File: config.mk
export PLATFORM = sky130hd
export DESIGN_NAME = sid_voice_sched
export DESIGN_NICKNAME = d
export VERILOG_FILES = /design/src/rtl/sid_voice_sched.sv
export SDC_FILE = /design/constraint.sdc
export NUM_CORES = 1
export LEC_CHECK = 0
export CELL_PAD_IN_SITES_DETAIL_PLACEMENT = 0
export CELL_PAD_IN_SITES_GLOBAL_PLACEMENT = 1
export CORE_MARGIN = 5
export CORE_UTILIZATION = 45
export CTS_BUF_LIST = sky130_fd_sc_hd__clkbuf_8
export DETAILED_ROUTE_END_ITERATION = 10
export PLACE_DENSITY = 0.8
export SYNTH_ARGS = -nofsm -noshare
export SYNTH_HDL_FRONTEND = slang
export SYNTH_SLANG_ARGS = --single-unit
File: constraint.sdc
create_clock -name clk -period 10.25 [get_ports clk]
set_input_delay 1.5375 -clock clk [delete_from_list [all_inputs] [get_ports clk]]
set_output_delay 1.5375 -clock clk [all_outputs]
set_load 0.01 [all_outputs]
File: src/rtl/sid_voice_sched.sv
// sid_voice_sched: frame sequencer and mixer for N_SIDS SID cores sharing one
// voice pipeline and one filter pipeline. Each tick issues 3*N_SIDS voice
// requests, hands each SID's voice triple to the filter, and mixes the
// filter results into a saturated stereo frame.
// Optional feature macro: SID_SCHED_PAN_EN (adds the per-SID pan port).
module sid_voice_sched #(
    parameter int  N_SIDS    = 2,
    parameter int  VOICE_LAT = 1,
    localparam int SEL_W     = ($clog2(3 * N_SIDS) < 1) ? 1 : $clog2(3 * N_SIDS)
) (
    input  logic                clk,
    input  logic                rst,
    input  logic                tick,
    output logic                voice_req,
    output logic [SEL_W-1:0]    voice_sel,
    input  logic signed [21:0]  voice_res,
    output logic                filt_valid,
    input  logic                filt_ready,
    output logic [2:0]          filt_sid,
    output logic signed [21:0]  filt_v1,
    output logic signed [21:0]  filt_v2,
    output logic signed [21:0]  filt_v3,
    input  logic                filt_done,
    input  logic signed [19:0]  filt_res,
`ifdef SID_SCHED_PAN_EN
    input  logic [2*N_SIDS-1:0] pan,
`endif
    output logic [23:0]         audio_l,
    output logic [23:0]         audio_r,
    output logic                audio_valid,
    output logic                busy,
    output logic                overrun
);

    localparam int NV    = 3 * N_SIDS;
    localparam int ACC_W = 20 + $clog2(N_SIDS) + 1;
    localparam int CNT_W = $clog2(N_SIDS + 1);
    localparam logic signed [ACC_W-1:0] SAT_MAX = ACC_W'(524287);
    localparam logic signed [ACC_W-1:0] SAT_MIN = ACC_W'(-524288);

    typedef enum logic [1:0] {S_IDLE, S_ISSUE, S_DRAIN, S_OUTPUT} state_t;

    state_t                  state_q, state_d;
    logic [SEL_W-1:0]        issue_cnt_q, issue_cnt_d;
    logic                    tag_vld_q [VOICE_LAT];
    logic                    tag_vld_d [VOICE_LAT];
    logic [SEL_W-1:0]        tag_sel_q [VOICE_LAT];
    logic [SEL_W-1:0]        tag_sel_d [VOICE_LAT];
    logic signed [21:0]      vbuf_q [NV];
    logic signed [21:0]      vbuf_d [NV];
    logic [N_SIDS-1:0]       rdy_q, rdy_d;
    logic                    filt_valid_q, filt_valid_d;
    logic [2:0]              filt_sid_q, filt_sid_d;
    logic                    outst_q, outst_d;
    logic [CNT_W-1:0]        done_cnt_q, done_cnt_d;
    logic signed [ACC_W-1:0] acc_l_q, acc_l_d, acc_r_q, acc_r_d;
    logic [23:0]             audio_l_q, audio_l_d, audio_r_q, audio_r_d;
    logic                    audio_valid_q, audio_valid_d;
    logic                    overrun_q, overrun_d;
    logic [2*N_SIDS-1:0]     pan_eff;
    logic                    pick_found;
    logic [2:0]              pick_sid;

    // Clamp a wide accumulator into the signed 20-bit output range.
    function automatic logic signed [19:0] sat20(input logic signed [ACC_W-1:0] a);
        if (a > SAT_MAX)      sat20 = 20'sh7FFFF;
        else if (a < SAT_MIN) sat20 = 20'sh80000;
        else                  sat20 = a[19:0];
    endfunction

`ifdef SID_SCHED_PAN_EN
    assign pan_eff = pan;
`else
    // Fixed routing: even SIDs left, odd SIDs right, a lone SID feeds both.
    always_comb begin
        pan_eff = '0;
        for (int s = 0; s < N_SIDS; s++) begin
            if (N_SIDS == 1) begin
                pan_eff[2*s]   = 1'b1;
                pan_eff[2*s+1] = 1'b1;
            end else if ((s % 2) == 0) begin
                pan_eff[2*s] = 1'b1;
            end else begin
                pan_eff[2*s+1] = 1'b1;
            end
        end
    end
`endif

    // Lowest-index SID whose voice triple is complete.
    always_comb begin
        pick_found = 1'b0;
        pick_sid   = 3'd0;
        for (int s = N_SIDS - 1; s >= 0; s--) begin
            if (rdy_q[s]) begin
                pick_found = 1'b1;
                pick_sid   = 3'(s);
            end
        end
    end

    // Present the buffered triple of the SID currently offered to the filter.
    always_comb begin
        filt_v1 = '0;
        filt_v2 = '0;
        filt_v3 = '0;
        for (int s = 0; s < N_SIDS; s++) begin
            if (filt_sid_q == 3'(s)) begin
                filt_v1 = vbuf_q[3*s];
                filt_v2 = vbuf_q[3*s+1];
                filt_v3 = vbuf_q[3*s+2];
            end
        end
    end

    // Tag pipeline mirrors the voice pipeline so each result lands in its slot.
    always_comb begin
        tag_vld_d[0] = (state_q == S_ISSUE);
        tag_sel_d[0] = issue_cnt_q;
        for (int i = 1; i < VOICE_LAT; i++) begin
            tag_vld_d[i] = tag_vld_q[i-1];
            tag_sel_d[i] = tag_sel_q[i-1];
        end
    end

    // Frame FSM, voice capture, filter handshake and mixing.
    always_comb begin
        state_d       = state_q;
        issue_cnt_d   = issue_cnt_q;
        rdy_d         = rdy_q;
        vbuf_d        = vbuf_q;
        filt_valid_d  = filt_valid_q;
        filt_sid_d    = filt_sid_q;
        outst_d       = outst_q;
        done_cnt_d    = done_cnt_q;
        acc_l_d       = acc_l_q;
        acc_r_d       = acc_r_q;
        audio_l_d     = audio_l_q;
        audio_r_d     = audio_r_q;
        audio_valid_d = 1'b0;
        overrun_d     = overrun_q;

        if (tag_vld_q[VOICE_LAT-1]) begin
            for (int i = 0; i < NV; i++)
                if (tag_sel_q[VOICE_LAT-1] == SEL_W'(i)) vbuf_d[i] = voice_res;
            for (int s = 0; s < N_SIDS; s++)
                if (tag_sel_q[VOICE_LAT-1] == SEL_W'(3*s+2)) rdy_d[s] = 1'b1;
        end

        // A stray done with nothing outstanding is ignored entirely.
        if (filt_done && outst_q) begin
            outst_d    = 1'b0;
            done_cnt_d = done_cnt_q + 1'b1;
            for (int s = 0; s < N_SIDS; s++) begin
                if (filt_sid_q == 3'(s)) begin
                    if (pan_eff[2*s])   acc_l_d = acc_l_q + ACC_W'(filt_res);
                    if (pan_eff[2*s+1]) acc_r_d = acc_r_q + ACC_W'(filt_res);
                end
            end
        end

        if (filt_valid_q) begin
            if (filt_ready) begin
                filt_valid_d = 1'b0;
                outst_d      = 1'b1;
                for (int s = 0; s < N_SIDS; s++)
                    if (filt_sid_q == 3'(s)) rdy_d[s] = 1'b0;
            end
        end else if ((state_q == S_ISSUE || state_q == S_DRAIN) &&
                     (!outst_q || filt_done) && pick_found) begin
            filt_valid_d = 1'b1;
            filt_sid_d   = pick_sid;
        end

        case (state_q)
            S_IDLE: begin
                if (tick) begin
                    state_d     = S_ISSUE;
                    issue_cnt_d = '0;
                    done_cnt_d  = '0;
                    acc_l_d     = '0;
                    acc_r_d     = '0;
                end
            end
            S_ISSUE: begin
                if (tick) overrun_d = 1'b1;
                if (issue_cnt_q == SEL_W'(NV - 1)) begin
                    issue_cnt_d = '0;
                    state_d     = S_DRAIN;
                end else begin
                    issue_cnt_d = issue_cnt_q + 1'b1;
                end
            end
            S_DRAIN: begin
                if (tick) overrun_d = 1'b1;
                if (done_cnt_q == CNT_W'(N_SIDS)) begin
                    state_d       = S_OUTPUT;
                    audio_l_d     = {sat20(acc_l_q), 4'b0};
                    audio_r_d     = {sat20(acc_r_q), 4'b0};
                    audio_valid_d = 1'b1;
                end
            end
            S_OUTPUT: begin
                if (tick) overrun_d = 1'b1;
                state_d = S_IDLE;
            end
            default: state_d = S_IDLE;
        endcase
    end

    // State registers; reset aborts any frame in flight.
    always_ff @(posedge clk or posedge rst) begin
        if (rst) begin
            state_q       <= S_IDLE;
            issue_cnt_q   <= '0;
            for (int i = 0; i < VOICE_LAT; i++) begin
                tag_vld_q[i] <= 1'b0;
                tag_sel_q[i] <= '0;
            end
            for (int i = 0; i < NV; i++) vbuf_q[i] <= '0;
            rdy_q         <= '0;
            filt_valid_q  <= 1'b0;
            filt_sid_q    <= '0;
            outst_q       <= 1'b0;
            done_cnt_q    <= '0;
            acc_l_q       <= '0;
            acc_r_q       <= '0;
            audio_l_q     <= '0;
            audio_r_q     <= '0;
            audio_valid_q <= 1'b0;
            overrun_q     <= 1'b0;
        end else begin
            state_q       <= state_d;
            issue_cnt_q   <= issue_cnt_d;
            tag_vld_q     <= tag_vld_d;
            tag_sel_q     <= tag_sel_d;
            vbuf_q        <= vbuf_d;
            rdy_q         <= rdy_d;
            filt_valid_q  <= filt_valid_d;
            filt_sid_q    <= filt_sid_d;
            outst_q       <= outst_d;
            done_cnt_q    <= done_cnt_d;
            acc_l_q       <= acc_l_d;
            acc_r_q       <= acc_r_d;
            audio_l_q     <= audio_l_d;
            audio_r_q     <= audio_r_d;
            audio_valid_q <= audio_valid_d;
            overrun_q     <= overrun_d;
        end
    end

    assign voice_req   = (state_q == S_ISSUE);
    assign voice_sel   = issue_cnt_q;
    assign filt_valid  = filt_valid_q;
    assign filt_sid    = filt_sid_q;
    assign audio_l     = audio_l_q;
    assign audio_r     = audio_r_q;
    assign audio_valid = audio_valid_q;
    assign busy        = (state_q != S_IDLE);
    assign overrun     = overrun_q;

endmodule

==> key figures, run 1 <==
Clock tree
  • Worst-skew pair later-pin latency: ~0.54 ns
  • H-tree level count: 2
  • CTS clock-pin slew for the worst setup and hold paths: ~0.060 ns
  • Clock buffer depth: 3
  • Sink Count: 234
  • Post-CTS setup buffer count: 0
  • Gates resized, CTS repair: 0
  • Root Driver: clkbuf_8
  • CTS Buf Count: 41
  • CTS tree: done
  • CTS Hold Bufs: 0

Synthesis
  • Asr flop ratio synth: 1.00
  • Area contributors post-synth: dfrtp_1 (49%), mux2_2 (19%), ha_1 (4.9%)
  • Biggest area consumer among synthesized cells: dfrtp_1
  • Share of the synthesized area in the top cell type: 0.494
  • Sequential-to-total area share from yosys stat: 0.494
  • Seq cells post-synth: 234
  • Ys flop type: dfrtp_1
  • Synthesized area: 11900 um^2
  • Post-Synthesis Cells: 1073
  • EDFF count, synth: 0
  • Syn Area/Cell: 11.0 um^2
  • Synth cell types: 62
  • Ys Warns: 0

STA
  • Max Clock Skew: 0.0203 ns
  • Slew Limit Fails: 0
  • Tmin final: approximately 4.4 ns
  • Hold WS: 0.453 ns
  • Relative slew slack: 0.264
  • RSZ-0062 raised after global routing: no
  • Tcrit/Tclk final: 0.429
  • Final setup fails: 0
  • Slew @ Worst Pin: 1.10 ns
  • Peak Freq: 0.227 GHz
  • Total negative setup slack: 0 ns
  • Final hold violations: 0

Drt
  • Vias per cell: 5.36
  • Iteration-0 DRC Markers: between 300 and 400
  • Routed WL per cell: 17.9 um
  • Vias: 8590
  • Router iterations before antenna repair: 4
  • WL final: 28.7 mm
  • ANT nets after route: 0
  • # DRC: 0

GRT
  • Vias in the first global route: 8703
  • Antenna violations before repair: 0
  • First-pass GRT wire length: 46.0 mm
  • Gr ovfl total: 0
  • Gr usage total: 0.193
  • Largest net degree at the start of global routing: 92

Place
  • Placed Instances: 1533
  • GP Congestion: 0.847
  • HPWL after DPL: about 20 mm
  • Port Buf Inserts: 161

Setup path
  • Crit path max fanout: 54
  • Reg2reg path depth: 11
  • Critical Path End Type: output port
  • Critical path startpoint category: flop
  • CP Class: reg -> out
  • Req. time, crit path: 8.71 ns
  • Worst EP arrival: 2.86 ns

Finish
  • Antenna diode count: 0
  • Area growth syn-to-layout: 23.1%
  • Share of post-route cells with drive strength above 1: 0.229
  • Non-filler cells, final: 1602
  • Fillers: 2268
  • Final #Nets: ~1300
  • Post-Route Utilization: 0.562

Floorplanning
  • IO Count: between 150 and 200
  • Core area: 26000 um^2
  • Width of the chip: 172 um
  • Floorplan die area: around 30000 um^2
  • DIE HEIGHT: ~170 um
  • Starting Density: 0.456
  • # rows: 59

Hold path
  • Min-Delay Path Depth: 1
  • Tightest Hold Check Type: reg -> reg

Run
  • Max-Cap Viols: 0

Pwr
  • LEAKAGE: about 6.5 nW
  • Cell Pwr Density: 317 nW/um^2
  • Peak VDD IR: 0.000173 V
  • Total power: 4.63 mW

Status
  • Status: finished clean
[stage by stage]
stage | area (um^2) | setup slack, ns
after floorplan | 11900 | 2.29
after global placement | 13800 | 5.78
after detailed placement | 13800 | 5.76
after CTS | 14600 | 5.79
after global routing | 14600 | 5.70
final | 14600 | 5.85
[worst max-delay path, stage by stage, from the launching register on]
cell and delay (ns):
dfrtp_2 0.67, buf_4 0.70, mux2_2 0.41, clkdlybuf4s50_1 0.52
[where the power goes]
group / leakage, nW / internal (mW) / switching, mW
Combinational: 3.03 / 1.19 / 0.991
Sequential: 2.95 / 1.34 / 0.269
Clock: 0.463 / 0.462 / 0.376
[layout make-up]
cell class	count	area, um^2	area share
clock buffer	53	729	0.0500
clock inverter	16	75.1	0.00514
inverter	21	86.3	0.00592
multi-input combinational	768	5710	0.391
sequential	234	5860	0.401
tap	335	419	0.0287
timing repair buffer	175	1720	0.118
[flip-flops by register name (all words and copies together), names as in the netlist]
| signal | cells |
|---|---|
| state_q | 2 |
| acc_l_q | 22 |
| filt_valid | 1 |
| audio_r | 20 |
| overrun | 1 |
| audio_l | 20 |
| outst_q | 1 |
| done_cnt_q | 2 |
| acc_r_q | 22 |
| tag_sel_q | 3 |
| tag_vld_q | 1 |
| rdy_q | 2 |
| vbuf_q | 132 |
| voice_sel | 3 |
| audio_valid | 1 |
| filt_sid | 1 |
[worst paths after layout]
kind,startpoint,endpoint,slack (ns)
setup reg to reg,acc_l_q[0],acc_l_q[18],7.49
max in group asynchronous,rst,filt_sid[0],6.50
hold / removal,overrun,overrun,0.45
setup / recovery,filt_sid[0],filt_v3[1],5.85
min in group asynchronous,rst,acc_r_q[9],1.51
hold reg to reg,overrun,overrun,0.45
[cell usage after synthesis (11+ instances only)]
master    instances
xnor2_1          13
nand3_1          23
ha_1             46
o21ai_0          72
nor2_1           68
a21oi_1          67
a21o_1           19
nand2b_1         11
dfrtp_1         234
inv_1            21
nand2_1         113
xor2_1           15
mux2_2          200
clkbuf_1         45
[placed cells by master, fill, tap and decap left out, drive strengths merged, types with 4 or more instances in the layout]
| cell type | count |
|---|---|
| a211oi | 7 |
| mux2 | 200 |
| o21ai | 79 |
| nor4 | 4 |
| nand3 | 23 |
| a211o | 4 |
| or2 | 4 |
| a31oi | 6 |
| buf | 14 |
| dfrtp | 234 |
| ha | 46 |
| clkbuf | 53 |
| xor2 | 15 |
| o21bai | 6 |
| conb | 10 |
| nor3b | 4 |
| a21o | 19 |
| xnor2 | 13 |
| nand2b | 11 |
| o21a | 6 |
| a21oi | 67 |
| nor2 | 68 |
| nor2b | 6 |
| inv | 35 |
| and2 | 4 |
| clkdlybuf4s50 | 161 |
| o31ai | 4 |
| nand2 | 113 |
| nor3 | 4 |
[kinds of logic after synthesis]
family / synth area share
AOI/OAI and AO/OA: 0.116
xor gates and xnor gates: 0.0207
adders and majority gates: 0.0519
buffers and inverters: 0.0285
DFF: 0.494
muxes: 0.192
other: 0.000316
and+or+nand+nor: 0.0972
[per-layer routing]
layer | share of wire | up-vias | track usage
li1 | - | 4141 | -
met5 | 0 | - | 0
met2 | 0.49 | 183 | 0.329
met3 | 0.057 | 44 | 0.0396
met4 | 0.020 | 0 | 0.0533
met1 | 0.43 | 4222 | 0.252
(Power assumes the default switching activity.)
==> run 2: changes to the inputs <==
--- a/config.mk
+++ b/config.mk
@@ -8,10 +8,10 @@
 export CELL_PAD_IN_SITES_DETAIL_PLACEMENT = 0
 export CELL_PAD_IN_SITES_GLOBAL_PLACEMENT = 1
 export CORE_MARGIN = 5
-export CORE_UTILIZATION = 45
+export CORE_UTILIZATION = 40
 export CTS_BUF_LIST = sky130_fd_sc_hd__clkbuf_8
 export DETAILED_ROUTE_END_ITERATION = 10
-export PLACE_DENSITY = 0.8
+export PLACE_DENSITY = 0.75
 export SYNTH_ARGS = -nofsm -noshare
 export SYNTH_HDL_FRONTEND = slang
 export SYNTH_SLANG_ARGS = --single-unit
==> constraint.sdc (replaced) <==
create_clock -name clk -period 3.7 [get_ports clk]
set_input_delay 0.555 -clock clk [delete_from_list [all_inputs] [get_ports clk]]
set_output_delay 0.555 -clock clk [all_outputs]
set_load 0.01 [all_outputs]
==> run 2 against run 1 <==
Net effect:
- critical path depth stayed put
- sequential cell count stayed put
- sequential power increased to 2.8 times the previous value
- combinational power increased to 2.8 times the previous value
- core utilization shrank 6.3 points
- clock power rose to 2.6 times the previous value
- wire length grew 3.1%
- final area up 0.80%
==> key figures, run 2 (synthesized netlist as in run 1, its figures left out) <==
Pwr
  • Cell Pwr Density: 864 nW/um^2 (was 317 nW/um^2)
  • Sequential group share of total power: 0.351 (was 0.347)
  • Total power: 12.7 mW (was 4.63 mW)
  • LEAKAGE: 6.49 nW (was 6.45 nW)
  • Switching pwr: 4.54 mW (was 1.64 mW)
  • Combinational Power Share: 0.480 (was 0.472)
  • Int Pwr: 8.17 mW (was 2.99 mW)
  • Switch share: 0.357 (was 0.353)
  • Peak VDD IR: 0.000368 V (was 0.000173 V)
  • Part of the power in the clock network: 0.169 (was 0.181)

STA
  • Slew @ Worst Pin: 0.849 ns (was 1.10 ns)
  • Final hold violations: 0 (unchanged)
  • Relative slew slack: 0.432 (was 0.264)
  • Max Clock Skew: 0.0305 ns (was 0.0203 ns)
  • Final setup fails: 0 (unchanged)
  • Total negative setup slack: 0 ns (unchanged)
  • Tmin final: ~3.0 ns
  • Tcrit/Tclk final: 0.820
  • Slew Limit Fails: 0 (unchanged)
  • RSZ-0062 raised after global routing: no (unchanged)
  • Peak Freq: 0.330 GHz

Floorplanning
  • Floorplan die area: 33200 um^2 (was 29700 um^2)
  • IO Count: 172 (unchanged)
  • Width of the chip: 182 um (was 172 um)
  • Starting Density: 0.402 (was 0.456)
  • # rows: 63 (was 59)
  • DIE HEIGHT: 182 um (was 172 um)
  • Core area: 29500 um^2 (was 26000 um^2)

Finish
  • Commonest non-fill, non-tap cell in the layout: dfrtp_1 (unchanged)
  • Most frequent cells in the layout: dfrtp_1 (233), mux2_2 (200), clkdlybuf4s50_1 (161) (unchanged)
  • Final #Nets: 1341 (was 1336)
  • Fillers: 2723 (was 2268)
  • Share of post-route cells with drive strength above 1: 0.226 (was 0.229)
  • Non-filler cells, final: 1666 (was 1602)
  • Most flop-heavy register: vbuf_q (unchanged)
  • Max FFs per register: 132 (unchanged)
  • Leading registers by flop count: vbuf_q (132), acc_l_q (22), acc_r_q (22) (unchanged)
  • Area growth syn-to-layout: 24.1% (was 23.1%)

GRT
  • Gr ovfl total: 0 (unchanged)
  • Largest net degree at the start of global routing: 62 (was 92)
  • Gr usage total: 0.176 (was 0.193)
  • Antenna violations before repair: 0 (unchanged)
  • First-pass GRT wire length: 48.1 mm (was 46.0 mm)
  • Vias in the first global route: 8960 (was 8703)

Clock tree
  • Worst-skew pair later-pin latency: 0.53 ns (was 0.54 ns)
  • Gates resized, CTS repair: 0 (unchanged)
  • H-tree level count: 2 (unchanged)
  • Post-CTS setup buffer count: 0 (unchanged)
  • CTS Buf Count: 41 (unchanged)
  • Root Driver: clkbuf_8 (unchanged)
  • CTS clock-pin slew for the worst setup and hold paths: 0.06 ns (about the same)
  • CTS Hold Bufs: 0 (unchanged)
  • Clock buffer depth: 3 (unchanged)
  • Sink Count: 234 (unchanged)
  • CTS tree: done (unchanged)

Status
  • Status: finished clean (unchanged)

Setup path
  • CP Class: reg -> out (unchanged)
  • Crit path max fanout: 55 (was 54)
  • Worst EP arrival: 2.48 ns (was 2.86 ns)
  • Req. time, crit path: 3.14 ns (was 8.71 ns)
  • Critical path startpoint category: flop (unchanged)
  • Critical Path End Type: output port (unchanged)

Hold path
  • Tightest Hold Check Type: reg -> reg (unchanged)

Drt
  • Vias: 8682 (was 8590)
  • # DRC: 0 (unchanged)
  • Vias per cell: 5.21 (was 5.36)
  • Iteration-0 DRC Markers: 325 (was 359)
  • Routed WL per cell: 17.7 um (was 17.9 um)
  • WL final: 29.6 mm (was 28.7 mm)
  • ANT nets after route: 0 (unchanged)
  • Router iterations before antenna repair: 4 (unchanged)

Place
  • HPWL after DPL: 20.6 mm (was 19.8 mm)
  • Placed Instances: 1593 (was 1533)
  • Port Buf Inserts: 161 (unchanged)
  • GP Congestion: 0.830 (was 0.847)

Run
  • Max-Cap Viols: 0 (unchanged)
==> run 2: critical path: stages, from the launching register on <==
cell and delay (ns):
dfrtp_2 0.67, buf_12 0.34, mux2_2 0.38, clkdlybuf4s50_1 0.52
==> run 2: per-layer routing <==
layer,track usage,wire [um],vias up
met4,0.0399,515,0
met2,0.300,14300,196
li1,-,-,4157
met1,0.236,13400,4292
met3,0.0323,1300,37
met5,0,0,-
==> run 2: power by group through the flow <==
stage | clock, mW | sequential (mW) | combinational, mW
2_1_floorplan | 0 | 4.32 | 3.77
3_3_place_gp | 0 | 4.45 | 6.10
3_5_place_dp | 0 | 4.50 | 6.15
4_1_cts | 2.22 | 4.47 | 6.19
5_1_grt | 2.35 | 4.61 | 6.73
6_report | 2.15 | 4.46 | 6.10
==> run 2: final cells by class <==
| cell class | instances | area (um^2) | area share |
|---|---|---|---|
| Multi-Input combinational cell | 768 | 5710 | 0.388 |
| Antenna cell | 1 | 2.50 | 0.000170 |
| Clock buffer | 46 | 633 | 0.0430 |
| Timing Repair Buffer | 180 | 1830 | 0.124 |
| Tap cell | 390 | 488 | 0.0332 |
| Inverter | 21 | 82.6 | 0.00561 |
| Sequential cell | 234 | 5860 | 0.398 |
| Clock inverter | 26 | 108 | 0.00731 |
==> run 2: worst paths after layout <==
path | start | to | slack [ns] | cells after the start
min | overrun | overrun | 0.46 | 1
min reg2reg | overrun | overrun | 0.46 | 1
max in group asynchronous | rst | vbuf_q[69] | 2.45 | 3
min in group asynchronous | rst | vbuf_q[17] | 0.49 | 2
max reg2reg | acc_l_q[0] | acc_l_q[18] | 0.92 | 11
max | filt_sid[0] | filt_v2[1] | 0.67 | 3
==> run 2: through the flow <==
stage	hold slack (ns)	setup slack (ns)	instance area, um^2	utilization
detailed placement	0.444	0.272	14000	0.474
global placement	0.439	0.324	14000	0.474
finish	0.457	0.666	14700	0.499
global route	0.473	0.567	14700	0.499
CTS	0.458	0.634	14700	0.499
floorplan	0.436	0.0811	11900	-
==> run 3: changes to the inputs <==
--- a/config.mk
+++ b/config.mk
@@ -8,10 +8,10 @@
 export CELL_PAD_IN_SITES_DETAIL_PLACEMENT = 0
 export CELL_PAD_IN_SITES_GLOBAL_PLACEMENT = 1
 export CORE_MARGIN = 5
-export CORE_UTILIZATION = 40
+export CORE_UTILIZATION = 45
 export CTS_BUF_LIST = sky130_fd_sc_hd__clkbuf_8
 export DETAILED_ROUTE_END_ITERATION = 10
-export PLACE_DENSITY = 0.75
+export PLACE_DENSITY = 0.8
 export SYNTH_ARGS = -nofsm -noshare
 export SYNTH_HDL_FRONTEND = slang
 export SYNTH_SLANG_ARGS = --single-unit
==> constraint.sdc (replaced) <==
create_clock -name clk -period 3 [get_ports clk]
set_input_delay 0.45 -clock clk [delete_from_list [all_inputs] [get_ports clk]]
set_output_delay 0.45 -clock clk [all_outputs]
set_load 0.01 [all_outputs]
==> run 3 against run 2 <==
Net effect:
- sequential power rose by 23%
- critical path depth is the same
- count of clock-buffer cells in the layout up 4
- sequential share of layout area down 0.97 points
- via count is 2.6% higher
- final area is 2.5% higher
- sequential cell count unchanged
- cell count is 0.48% lower
- die area is 11% lower
- clock skew is 0.00062 ns higher
- worst setup slack got worse by 0.46 ns
- hold slack worse by 0.045 ns
==> key figures, run 3 (synthesized netlist as in run 1, its figures left out) <==
Drt
  • WL final: 29.7 mm (was 29.6 mm)
  • ANT nets after route: 0 (unchanged)
  • Router iterations before antenna repair: 5 (was 4)
  • Routed WL per cell: 17.9 um (was 17.7 um)
  • Iteration-0 DRC Markers: 414 (was 325)
  • Vias per cell: 5.37 (was 5.21)
  • # DRC: 0 (unchanged)
  • Vias: 8908 (was 8682)

Hold path
  • Tightest Hold Check Type: in -> async (was reg -> reg)

Status
  • Status: finished clean (unchanged)

GRT
  • Gr usage total: 0.199 (was 0.176)
  • Gr ovfl total: 0 (unchanged)
  • Antenna violations before repair: 2 (was 0)
  • Largest net degree at the start of global routing: 69 (was 62)
  • First-pass GRT wire length: 47.8 mm (was 48.1 mm)
  • Vias in the first global route: 9206 (was 8960)

Clock tree
  • CTS Hold Bufs: 0 (unchanged)
  • CTS Buf Count: 41 (unchanged)
  • Post-CTS setup buffer count: 0 (unchanged)
  • Gates resized, CTS repair: 0 (unchanged)
  • CTS clock-pin slew for the worst setup and hold paths: 0.06 ns (about the same)
  • Root Driver: clkbuf_8 (unchanged)
  • Worst-skew pair later-pin latency: 0.54 ns (was 0.53 ns)
  • Sink Count: 234 (unchanged)
  • CTS tree: done (unchanged)
  • H-tree level count: 2 (unchanged)
  • Clock buffer depth: 3 (unchanged)

Finish
  • Reg area: 5860 um^2 (unchanged)
  • Footprint of the multi-input gates: 5710 um^2 (unchanged)
  • Fillers: 2231 (was 2723)
  • Finished Cell Area: 15100 um^2 (was 14700 um^2)
  • Area growth syn-to-layout: 27.2% (was 24.1%)
  • Antenna diode count: 0 (was 1)
  • Share of post-route cells with drive strength above 1: 0.257 (was 0.226)
  • Most frequent cells in the layout: dfrtp_1 (233), mux2_2 (200), clkdlybuf4s50_1 (161) (unchanged)
  • Max FFs per register: 132 (unchanged)
  • Final #Nets: 1387 (was 1341)
  • Most flop-heavy register: vbuf_q (unchanged)
  • Commonest non-fill, non-tap cell in the layout: dfrtp_1 (unchanged)
  • Leading registers by flop count: vbuf_q (132), acc_l_q (22), acc_r_q (22) (unchanged)

Pwr
  • LEAKAGE: 6.75 nW (was 6.49 nW)
  • Cell Pwr Density: 1080 nW/um^2 (was 864 nW/um^2)
  • Peak VDD IR: 0.000630 V (was 0.000368 V)

Setup path
  • Worst path cell trace: buf_12 -> mux2_2 -> clkdlybuf4s50_1 (unchanged)
  • Reg2Reg Setup Slack: 0.40 ns (was 0.92 ns)
  • CP Class: reg -> out (unchanged)
  • Critical path startpoint category: flop (unchanged)
  • Worst EP arrival: 2.34 ns (was 2.48 ns)
  • CP delay by family, top: buffers and inverters (unchanged)
  • Worst path slowest cell: clkdlybuf4s50_1 (was dfrtp_2)
  • Worst r2r src: acc_l_q[0] (unchanged)
  • Crit path max fanout: 68 (was 55)
  • Req. time, crit path: 2.55 ns (was 3.14 ns)
  • CP peak stage delay: 0.53 ns (was 0.67 ns)
  • Critical Path End Type: output port (unchanged)
  • Reg2reg path depth: 11 (unchanged)
  • CP Buf/Inv Count: 2 (unchanged)
  • R2r endpoint: acc_l_q[20] (was acc_l_q[18])

STA
  • Peak Freq: 0.358 GHz
  • Final setup fails: 0 (unchanged)
  • RSZ-0062 raised after global routing: no (unchanged)
  • Tmin final: around 2.8 ns
  • Max Clock Skew: 0.0311 ns (was 0.0305 ns)
  • Hold WS: 0.412 ns (was 0.457 ns)
  • Total negative setup slack: 0 ns (unchanged)
  • Slew @ Worst Pin: 0.816 ns (was 0.849 ns)
  • Relative slew slack: 0.455 (was 0.432)
  • Tcrit/Tclk final: 0.931
  • Slew Limit Fails: 0 (unchanged)
  • Final hold violations: 0 (unchanged)

Place
  • HPWL after DPL: 21.1 mm (was 20.6 mm)
  • Placed Area: 14200 um^2 (was 14000 um^2)
  • Port Buf Inserts: 161 (unchanged)
  • GP Congestion: 0.891 (was 0.830)

Floorplanning
  • IO Count: 172 (unchanged)
  • Core area: 26000 um^2 (was 29500 um^2)
  • # rows: 59 (was 63)
  • Width of the chip: 172 um (was 182 um)
  • DIE HEIGHT: 172 um (was 182 um)
  • Starting Density: 0.456 (was 0.402)
  • Floorplan die area: 29700 um^2 (was 33200 um^2)

Run
  • Max-Cap Viols: 0 (unchanged)
run 3: worst max path at each step:
stage,endpoint,slack (ns),cells after the start,from
floorplan,acc_l_q[0],-0.51,1,rst
global placement,acc_l_q[18],-0.06,13,filt_res[0]
detailed placement,acc_r_q[18],-0.13,12,filt_res[0]
CTS,filt_v3[1],0.19,3,filt_sid[0]
global route,filt_v3[1],0.14,3,filt_sid[0]
finish,filt_v3[1],0.21,3,filt_sid[0]
run 3: worst reg2reg max path: stages, from the launching register on:
cell      delay (ns)
dfrtp_1         0.41
ha_1            0.21
inv_1           0.07
fa_1            0.18
nand2b_1        0.13
a21oi_1         0.08
nor4_1          0.32
o21bai_1        0.16
a221o_1         0.37
a311oi_2        0.28
xor2_1          0.18
a21oi_1         0.08
run 3: metrics by stage:
stage | std cells | setup slack, ns | power [mW] | util
after global placement | 1584 | -0.0587 | 13.3 | 0.548
after detailed placement | 1584 | -0.133 | 13.4 | 0.548
after CTS | 1658 | 0.190 | 16.5 | 0.580
after global routing | 1658 | 0.145 | 17.5 | 0.580
after floorplan | 1082 | -0.514 | 9.98 | -
final | 1658 | 0.207 | 16.3 | 0.580
run 3: power by group:
part | switching (mW) | total (mW) | internal, mW
sequential | 0.901 | 5.48 | 4.58
combinational | 3.50 | 7.83 | 4.33
clock | 1.30 | 2.98 | 1.68
total | 5.70 | 16.3 | 10.6
run 3: area by class of cell:
type	instances	area share
repair buffers	226	0.143
flip-flops and latches	234	0.388
multi-input cells	768	0.379
inverters	21	0.00548
clock inverters	24	0.0105
clock buffers	50	0.0456
well taps	335	0.0278
run 3: routing by layer:
metal	GRT usage	vias to the layer above	wire, um
met3	0.0398	52	1550
met5	0	-	29
li1	-	4251	-
met2	0.346	205	14800
met1	0.254	4396	12600
met4	0.0578	4	680
